==> src/rtl/multicycle_control.sv <==
// Multi-cycle sequencer for the 16-bit core: a Moore FSM drives the shared ALU and memory-port
// controls, and mem_ready / ALU flags qualify the PC/IR enables, store completion and branches.
module multicycle_control #(
    parameter int OPCODE_W = 4,
    parameter int ALUOP_W  = 3,
    parameter int TIMEOUT  = 15
) (
    input  logic                clk,
    input  logic                reset,
    input  logic [OPCODE_W-1:0] opcode,
    input  logic                mem_ready,
    input  logic                alu_zero,
    input  logic                alu_lt,
    output logic                ir_write,
    output logic                pc_write,
    output logic [1:0]          pc_source,
    output logic                i_or_d,
    output logic                mem_read,
    output logic                mem_write,
    output logic                mem_to_reg,
    output logic                reg_write,
    output logic                reg_dst,
    output logic                alu_src_a,
    output logic [1:0]          alu_src_b,
    output logic [ALUOP_W-1:0]  alu_op,
    output logic                instr_done,
    output logic                illegal_op,
    output logic                mem_timeout
);

    localparam int CNT_W = 8;

    localparam logic [OPCODE_W-1:0] OP_R    = OPCODE_W'(4'b0000);
    localparam logic [OPCODE_W-1:0] OP_ADDI = OPCODE_W'(4'b0001);
    localparam logic [OPCODE_W-1:0] OP_ANDI = OPCODE_W'(4'b0010);
    localparam logic [OPCODE_W-1:0] OP_ORI  = OPCODE_W'(4'b0011);
    localparam logic [OPCODE_W-1:0] OP_SUBI = OPCODE_W'(4'b0100);
    localparam logic [OPCODE_W-1:0] OP_LHW  = OPCODE_W'(4'b0111);
    localparam logic [OPCODE_W-1:0] OP_SHW  = OPCODE_W'(4'b1000);
    localparam logic [OPCODE_W-1:0] OP_BEQ  = OPCODE_W'(4'b1001);
    localparam logic [OPCODE_W-1:0] OP_BNE  = OPCODE_W'(4'b1010);
    localparam logic [OPCODE_W-1:0] OP_BLT  = OPCODE_W'(4'b1011);
    localparam logic [OPCODE_W-1:0] OP_BGT  = OPCODE_W'(4'b1100);
    localparam logic [OPCODE_W-1:0] OP_J    = OPCODE_W'(4'b1111);

    localparam logic [ALUOP_W-1:0] ALU_FUNCT = ALUOP_W'(3'b000);
    localparam logic [ALUOP_W-1:0] ALU_ADD   = ALUOP_W'(3'b001);
    localparam logic [ALUOP_W-1:0] ALU_AND   = ALUOP_W'(3'b010);
    localparam logic [ALUOP_W-1:0] ALU_OR    = ALUOP_W'(3'b011);
    localparam logic [ALUOP_W-1:0] ALU_SUB   = ALUOP_W'(3'b100);
    localparam logic [ALUOP_W-1:0] ALU_CMP   = ALUOP_W'(3'b101);

    typedef enum logic [3:0] {
        FETCH,
        DECODE,
        EXEC_R,
        EXEC_I,
        ALU_WB,
        MEM_ADDR,
        MEM_RD,
        MEM_WB,
        MEM_WR,
        BRANCH,
        JUMP
    } state_t;

    state_t           state;
    state_t           state_next;
    logic [CNT_W-1:0] wait_count;
    logic [CNT_W-1:0] count_next;
    logic             waiting;
    logic             timed_out;
    logic             branch_taken;

    function automatic state_t decode_target(input logic [OPCODE_W-1:0] op);
        case (op)
            OP_R:                               return EXEC_R;
            OP_ADDI, OP_ANDI, OP_ORI, OP_SUBI:  return EXEC_I;
            OP_LHW, OP_SHW:                     return MEM_ADDR;
            OP_BEQ, OP_BNE, OP_BLT, OP_BGT:     return BRANCH;
            OP_J:                               return JUMP;
            default:                            return FETCH;
        endcase
    endfunction

    // Only the three memory-wait states can stall; all others advance unconditionally.
    assign waiting   = (state == FETCH) || (state == MEM_RD) || (state == MEM_WR);
    assign timed_out = waiting && !mem_ready && (wait_count == CNT_W'(TIMEOUT));

    always_comb begin
        branch_taken = 1'b0;
        case (opcode)
            OP_BEQ:  branch_taken = alu_zero;
            OP_BNE:  branch_taken = !alu_zero;
            OP_BLT:  branch_taken = alu_lt;
            OP_BGT:  branch_taken = !alu_lt && !alu_zero;
            default: branch_taken = 1'b0;
        endcase
    end

    // State register.
    always_ff @(posedge clk) begin
        // NOTE: state uses non-blocking assignments so every flop samples pre-edge values.
        if (reset) begin
            state      <= FETCH;
            wait_count <= '0;
        end else begin
            state      <= state_next;
            wait_count <= count_next;
        end
    end

    // Next-state logic.
    always_comb begin
        state_next = state;
        case (state)
            FETCH:    state_next = mem_ready ? DECODE : FETCH;
            DECODE:   state_next = decode_target(opcode);
            EXEC_R:   state_next = ALU_WB;
            EXEC_I:   state_next = ALU_WB;
            ALU_WB:   state_next = FETCH;
            MEM_ADDR: begin
                if (opcode == OP_LHW)      state_next = MEM_RD;
                else if (opcode == OP_SHW) state_next = MEM_WR;
                else                       state_next = FETCH;
            end
            MEM_RD: begin
                if (mem_ready)      state_next = MEM_WB;
                else if (timed_out) state_next = FETCH;
            end
            MEM_WB:   state_next = FETCH;
            MEM_WR:   state_next = (mem_ready || timed_out) ? FETCH : MEM_WR;
            BRANCH:   state_next = FETCH;
            JUMP:     state_next = FETCH;
            default:  state_next = FETCH;
        endcase
    end

    // A FETCH timeout loops FETCH->FETCH, so the abort itself must also clear the counter.
    always_comb begin
        count_next = '0;
        if (!timed_out && state_next == state && waiting && !mem_ready)
            count_next = wait_count + CNT_W'(1);
    end

    // Output logic; reset forces the idle pattern so an aborted instruction leaves no strobe.
    always_comb begin
        // NOTE: every output gets a default first, so no path through the case infers a latch.
        ir_write    = 1'b0;
        pc_write    = 1'b0;
        pc_source   = 2'b00;
        i_or_d      = 1'b0;
        mem_read    = 1'b0;
        mem_write   = 1'b0;
        mem_to_reg  = 1'b0;
        reg_write   = 1'b0;
        reg_dst     = 1'b0;
        alu_src_a   = 1'b0;
        alu_src_b   = 2'b00;
        alu_op      = ALU_ADD;
        instr_done  = 1'b0;
        illegal_op  = 1'b0;
        mem_timeout = 1'b0;
        if (!reset) begin
            mem_timeout = timed_out;
            case (state)
                FETCH: begin
                    mem_read  = 1'b1;
                    alu_src_b = 2'b01;
                    ir_write  = mem_ready;
                    pc_write  = mem_ready;
                end
                DECODE: begin
                    alu_src_b = 2'b10;
                    if (decode_target(opcode) == FETCH) begin
                        illegal_op = 1'b1;
                        instr_done = 1'b1;
                    end
                end
                EXEC_R: begin
                    alu_src_a = 1'b1;
                    alu_op    = ALU_FUNCT;
                end
                EXEC_I: begin
                    alu_src_a = 1'b1;
                    alu_src_b = 2'b10;
                    case (opcode)
                        OP_ANDI: alu_op = ALU_AND;
                        OP_ORI:  alu_op = ALU_OR;
                        OP_SUBI: alu_op = ALU_SUB;
                        default: alu_op = ALU_ADD;
                    endcase
                end
                ALU_WB: begin
                    reg_write  = 1'b1;
                    reg_dst    = (opcode == OP_R);
                    instr_done = 1'b1;
                end
                MEM_ADDR: begin
                    alu_src_a = 1'b1;
                    alu_src_b = 2'b10;
                end
                MEM_RD: begin
                    mem_read = 1'b1;
                    i_or_d   = 1'b1;
                end
                MEM_WB: begin
                    reg_write  = 1'b1;
                    mem_to_reg = 1'b1;
                    instr_done = 1'b1;
                end
                MEM_WR: begin
                    mem_write  = 1'b1;
                    i_or_d     = 1'b1;
                    instr_done = mem_ready;
                end
                BRANCH: begin
                    alu_src_a  = 1'b1;
                    alu_op     = ALU_CMP;
                    pc_source  = 2'b01;
                    pc_write   = branch_taken;
                    instr_done = 1'b1;
                end
                JUMP: begin
                    pc_write   = 1'b1;
                    pc_source  = 2'b10;
                    instr_done = 1'b1;
                end
                default: ;
            endcase
        end
    end

endmodule

==> config.mk <==
export PLATFORM = sky130hd
export DESIGN_NAME = multicycle_control
export DESIGN_NICKNAME = d
export VERILOG_FILES = /design/src/rtl/multicycle_control.sv
export SDC_FILE = /design/constraint.sdc
export NUM_CORES = 1
export LEC_CHECK = 0
export CORE_MARGIN = 3
export CORE_UTILIZATION = 34
export CTS_CLUSTER_DIAMETER = 30
export DETAILED_ROUTE_END_ITERATION = 10
export PLACE_DENSITY = 0.61
export REMOVE_ABC_BUFFERS = 1
export SLEW_MARGIN = 5
export SYNTH_ARGS = -nofsm -noshare
export SYNTH_HDL_FRONTEND = slang
export SYNTH_SLANG_ARGS = --single-unit
==> constraint.sdc <==
create_clock -name clk -period 2.5 [get_ports clk]
set_input_delay 0.5 -clock clk [delete_from_list [all_inputs] [get_ports clk]]
set_output_delay 0.5 -clock clk [all_outputs]
set_load 0.01 [all_outputs]
==> flow_summary.yaml, run 1 <==
critical_path:
  critical_path.startpoint_type: "input port"
  crit_path_max_fanout: 8
  timing_startpoint_of_the_critical_path: "reset"
  crit_path_max_incr_delay_ps: 590
  timing.rr.end: "wait_count[5]"
  worst_r2r_startpoint: "wait_count[5]"
  cell_with_the_largest_stage_delay_on_the_worst_path: "clkdlybuf4s50_1"
  crit_path_cell_trace: "clkdlybuf4s50_1 -> buf_6 -> nor4_1 -> clkdlybuf4s50_1"
  critical_path.top_delay_family: "buffers and inverters"
  crit_required_ps: 2000
  critical_path.most_common_cell: "clkdlybuf4s50_1"
  reg2reg_depth: 4
  worst-endpoint-arrival_ps: 1940
  regToRegSetupSlack_ps: 1040
  worstPathBufferInverterCount: 3
  worstSetupPathType: "input port to primary output"
  end_kind: "primary output"
pwr:
  p_seq_share_pct: 38.7
  power.density_nw_per_um2: 320
  leakagePower_nw: 0.769
  comb_power_share_pct: 33.1
  p_sw_w: 0.000148
  power.share.clock_pct: 28.2
  p_int_w: 0.000376
  switching_share_pct: 28.3
  max-vdd-ir-drop_uv: 255
timing:
  post-route-min-period_ps: 2440
  finalCritPeriodShare_pct: 97.6
  totalNegativeSetupSlack_ps: 0
  slew_headroom_pct: 82.0
  setup_violations: 0
  maxClockFrequency_mhz: 410
  grt_setup_unrepaired: "yes"
  number_of_max_slew_violations_in_the_final_report: 0
  final-hold-violation-count: 0
  finClkSkew_ps: 2.58
  max_slew.worst_pin.slew_ps: 269
yosys:
  synthFlopType: "dfxtp_1"
  postSynthRegisterBits: 12
  synth_sequential_area_ratio_pct: 22.0
  yosysWarningCount: 0
  syn_area_per_cell_sq_um: 7.67
  synth.distinct_cells: 43
  synth-async-reset-ratio_pct: 0
  syn_area_sq_um: 1090
  number_of_enable_type_register_cells_in_the_synthesized_netlist: 0
  post_synth_inst_count: 142
floorplanning:
  fp.dieArea_sq_um: 3920
  core-area_sq_um: 2900
  num_rows: 19
  start_util_pct: 37.6
  die-height_um: 62.6
  floorplan.die.width_um: 62.6
  floorplan.io_pins: 28
placement:
  finalWeightedCongestion: 0.803
  port-buffer-count: 27
  post-dp-hpwl_mm: 2.23
  dpl_cell_area_sq_um: 1550
routing:
  via_count: 1174
  drc_errors: 0
  route.final.wire_length_mm: 2.85
  detail_route.wl_per_cell_um: 12.0
  ant_nets: 0
  viasPerCell: 4.93
  drt_iter0_markers: 32
  dr.pass1.iters: 4
cts:
  cts.clk_slew.worst_paths_ps: 70
  skew_pair_late_insertion_delay_ps: 270
  root_buffer_selected_by_cts: "clkbuf_4"
  hold_buffers: 0
  cts_tree: "done"
  cts_buffers: 3
  max-clock-path-buffers: 2
  cts-htree-levels: 1
  cts_sinks: 12
layout:
  final_core_occ_pct: 56.5
  post_route_cells_drive_above_1_share_pct: 33.2
  area.growth.synth_to_final_pct: 50.4
  final.fill_count: 308
  fin_nets: 211
  antenna_cells: 0
  design_area_sq_um: 1640
run:
  max_cap_viols: 0
worst_hold_path:
  hold-path-cell-count: 1
  worstHoldPathType: "flip-flop to flip-flop"
  hold_start: "wait_count[0]"
  hold_end: "wait_count[0]"
global_routing:
  grt_first_pass_wirelength_mm: 5.02
  globalRoute.totalOverflow: 0
  number_of_antenna_violations_at_the_first_check_in_global_routing: 0
  global_route.usage.total_pct: 14.9
  via_count_of_the_first_global_routing_pass: 1146
  grt_max_degree: 14
outcome:
  outcome: "finished clean"
## power groups by stage
| stage | registers (W) | clock network (W) | logic, W |
|---|---|---|---|
| final | 0.000203 | 0.000148 | 0.000173 |
| after global routing | 0.000204 | 0.000167 | 0.000192 |
| after CTS | 0.000202 | 0.000154 | 0.000171 |
| after detailed placement | 0.000207 | 0 | 0.000166 |
| after global placement | 0.000206 | 0 | 0.000164 |
| after floorplan | 0.000211 | 0 | 0.0000651 |
## cells by family (layout without fill, tap and decap cells)
logic type	after synthesis	count (layout)	share of synthesized area (%)
adder cells (fa/ha/maj)	5	5	5.74
multiplexers	2	2	1.84
AND/OR/NAND/NOR	75	75	36.6
XOR/XNOR	7	7	5.63
AO/OA/AOI/OAI	26	26	16.9
flip-flops	12	12	22.0
buffers and inverters	15	69	11.3
## synthesized netlist by cell type (2+ instances only)
| library cell | count | share of area (%) |
|---|---|---|
| nor2b_1 | 4 | 2.3 |
| nor3_1 | 6 | 2.8 |
| clkbuf_8 | 5 | 6.3 |
| mux2i_1 | 2 | 1.8 |
| nor2_1 | 25 | 8.6 |
| o21bai_1 | 2 | 1.4 |
| nand3_1 | 6 | 2.8 |
| o21ai_0 | 4 | 1.8 |
| nand2b_1 | 5 | 2.9 |
| xor2_1 | 4 | 3.2 |
| a22oi_1 | 2 | 1.4 |
| inv_1 | 6 | 2.1 |
| xnor2_1 | 3 | 2.4 |
| nand2_1 | 11 | 3.8 |
| dfxtp_1 | 12 | 22 |
| nor3b_1 | 3 | 2.1 |
| ha_1 | 5 | 5.7 |
| and2b_2 | 2 | 1.6 |
| a21oi_1 | 7 | 3.2 |
| buf_6 | 2 | 2.1 |
| nor4_1 | 4 | 2.3 |
## timing repair
item | 4_1_cts | 5_1_grt
resized for setup | 41 | 11
setup buffers | 0 | 1
pin swaps | 4 | 1
gates cloned | 0 | 0
endpoints found under the setup margin | 15 | 14
## layout by cell type, fill, tap and decap left out, drive strengths merged, types with 3 or more instances in the layout
cell and count:
xnor2 3, dlymetal6s2s 5, nor4 4, nor3 7, nor2b 4, buf 36, dfxtp 12, a21oi 7
o21ai 4, clkbuf 4, nand2b 6, clkdlybuf4s50 9, nand2 11, nand3 6, xor2 4, inv 6
ha 5, dlygate4sd2 8, nor2 25, nor3b 3
## per-stage QoR
| stage | setup WS, ps | cells | total power, W | hold WS, ps |
|---|---|---|---|---|
| 5_1_grt | -16.0 | 238 | 0.000563 | 492 |
| 4_1_cts | -9.73 | 237 | 0.000527 | 457 |
| 2_1_floorplan | 338 | 133 | 0.000277 | 417 |
| 3_5_place_dp | -525 | 233 | 0.000373 | 440 |
| 6_report | 59.8 | 238 | 0.000524 | 450 |
| 3_3_place_gp | -488 | 233 | 0.000371 | 428 |
## routing by layer
metal,vias to the layer above,GRT usage [%],routed length [um]
met1,536,18.3,1300
met4,0,1.65,15
met3,3,2.70,121
li1,610,-,-
met2,25,27.7,1420
met5,-,0,0
## area by class of cell
type | count | area (sq um) | area share (%)
multi-input combinational | 115 | 786 | 47.9
sequential | 12 | 244 | 14.9
clock buffer | 4 | 36.3 | 2.21
inverter | 6 | 22.5 | 1.37
timing repair buffer | 59 | 498 | 30.4
tap | 42 | 52.6 | 3.21
## flip-flops by register name (all words and copies together) (netlist names)
| signal | flops |
|---|---|
| wait_count | 8 |
| state | 4 |
## worst max-delay path by stage
| stage | endpoint | depth (start not counted) |
|---|---|---|
| floorplan | instr_done | 5 |
| global placement | instr_done | 7 |
| finish | mem_write | 4 |
| detailed placement | instr_done | 7 |
| CTS | i_or_d | 4 |
| global route | mem_write | 4 |
No activity file was read; power rests on OpenSTA's default activity.
==> inputs of run 2 (changes only) <==
CAP_MARGIN = 20   (was default)
==> results of run 2 <==
Final layout, timing and power as in run 1 (identical DEF).
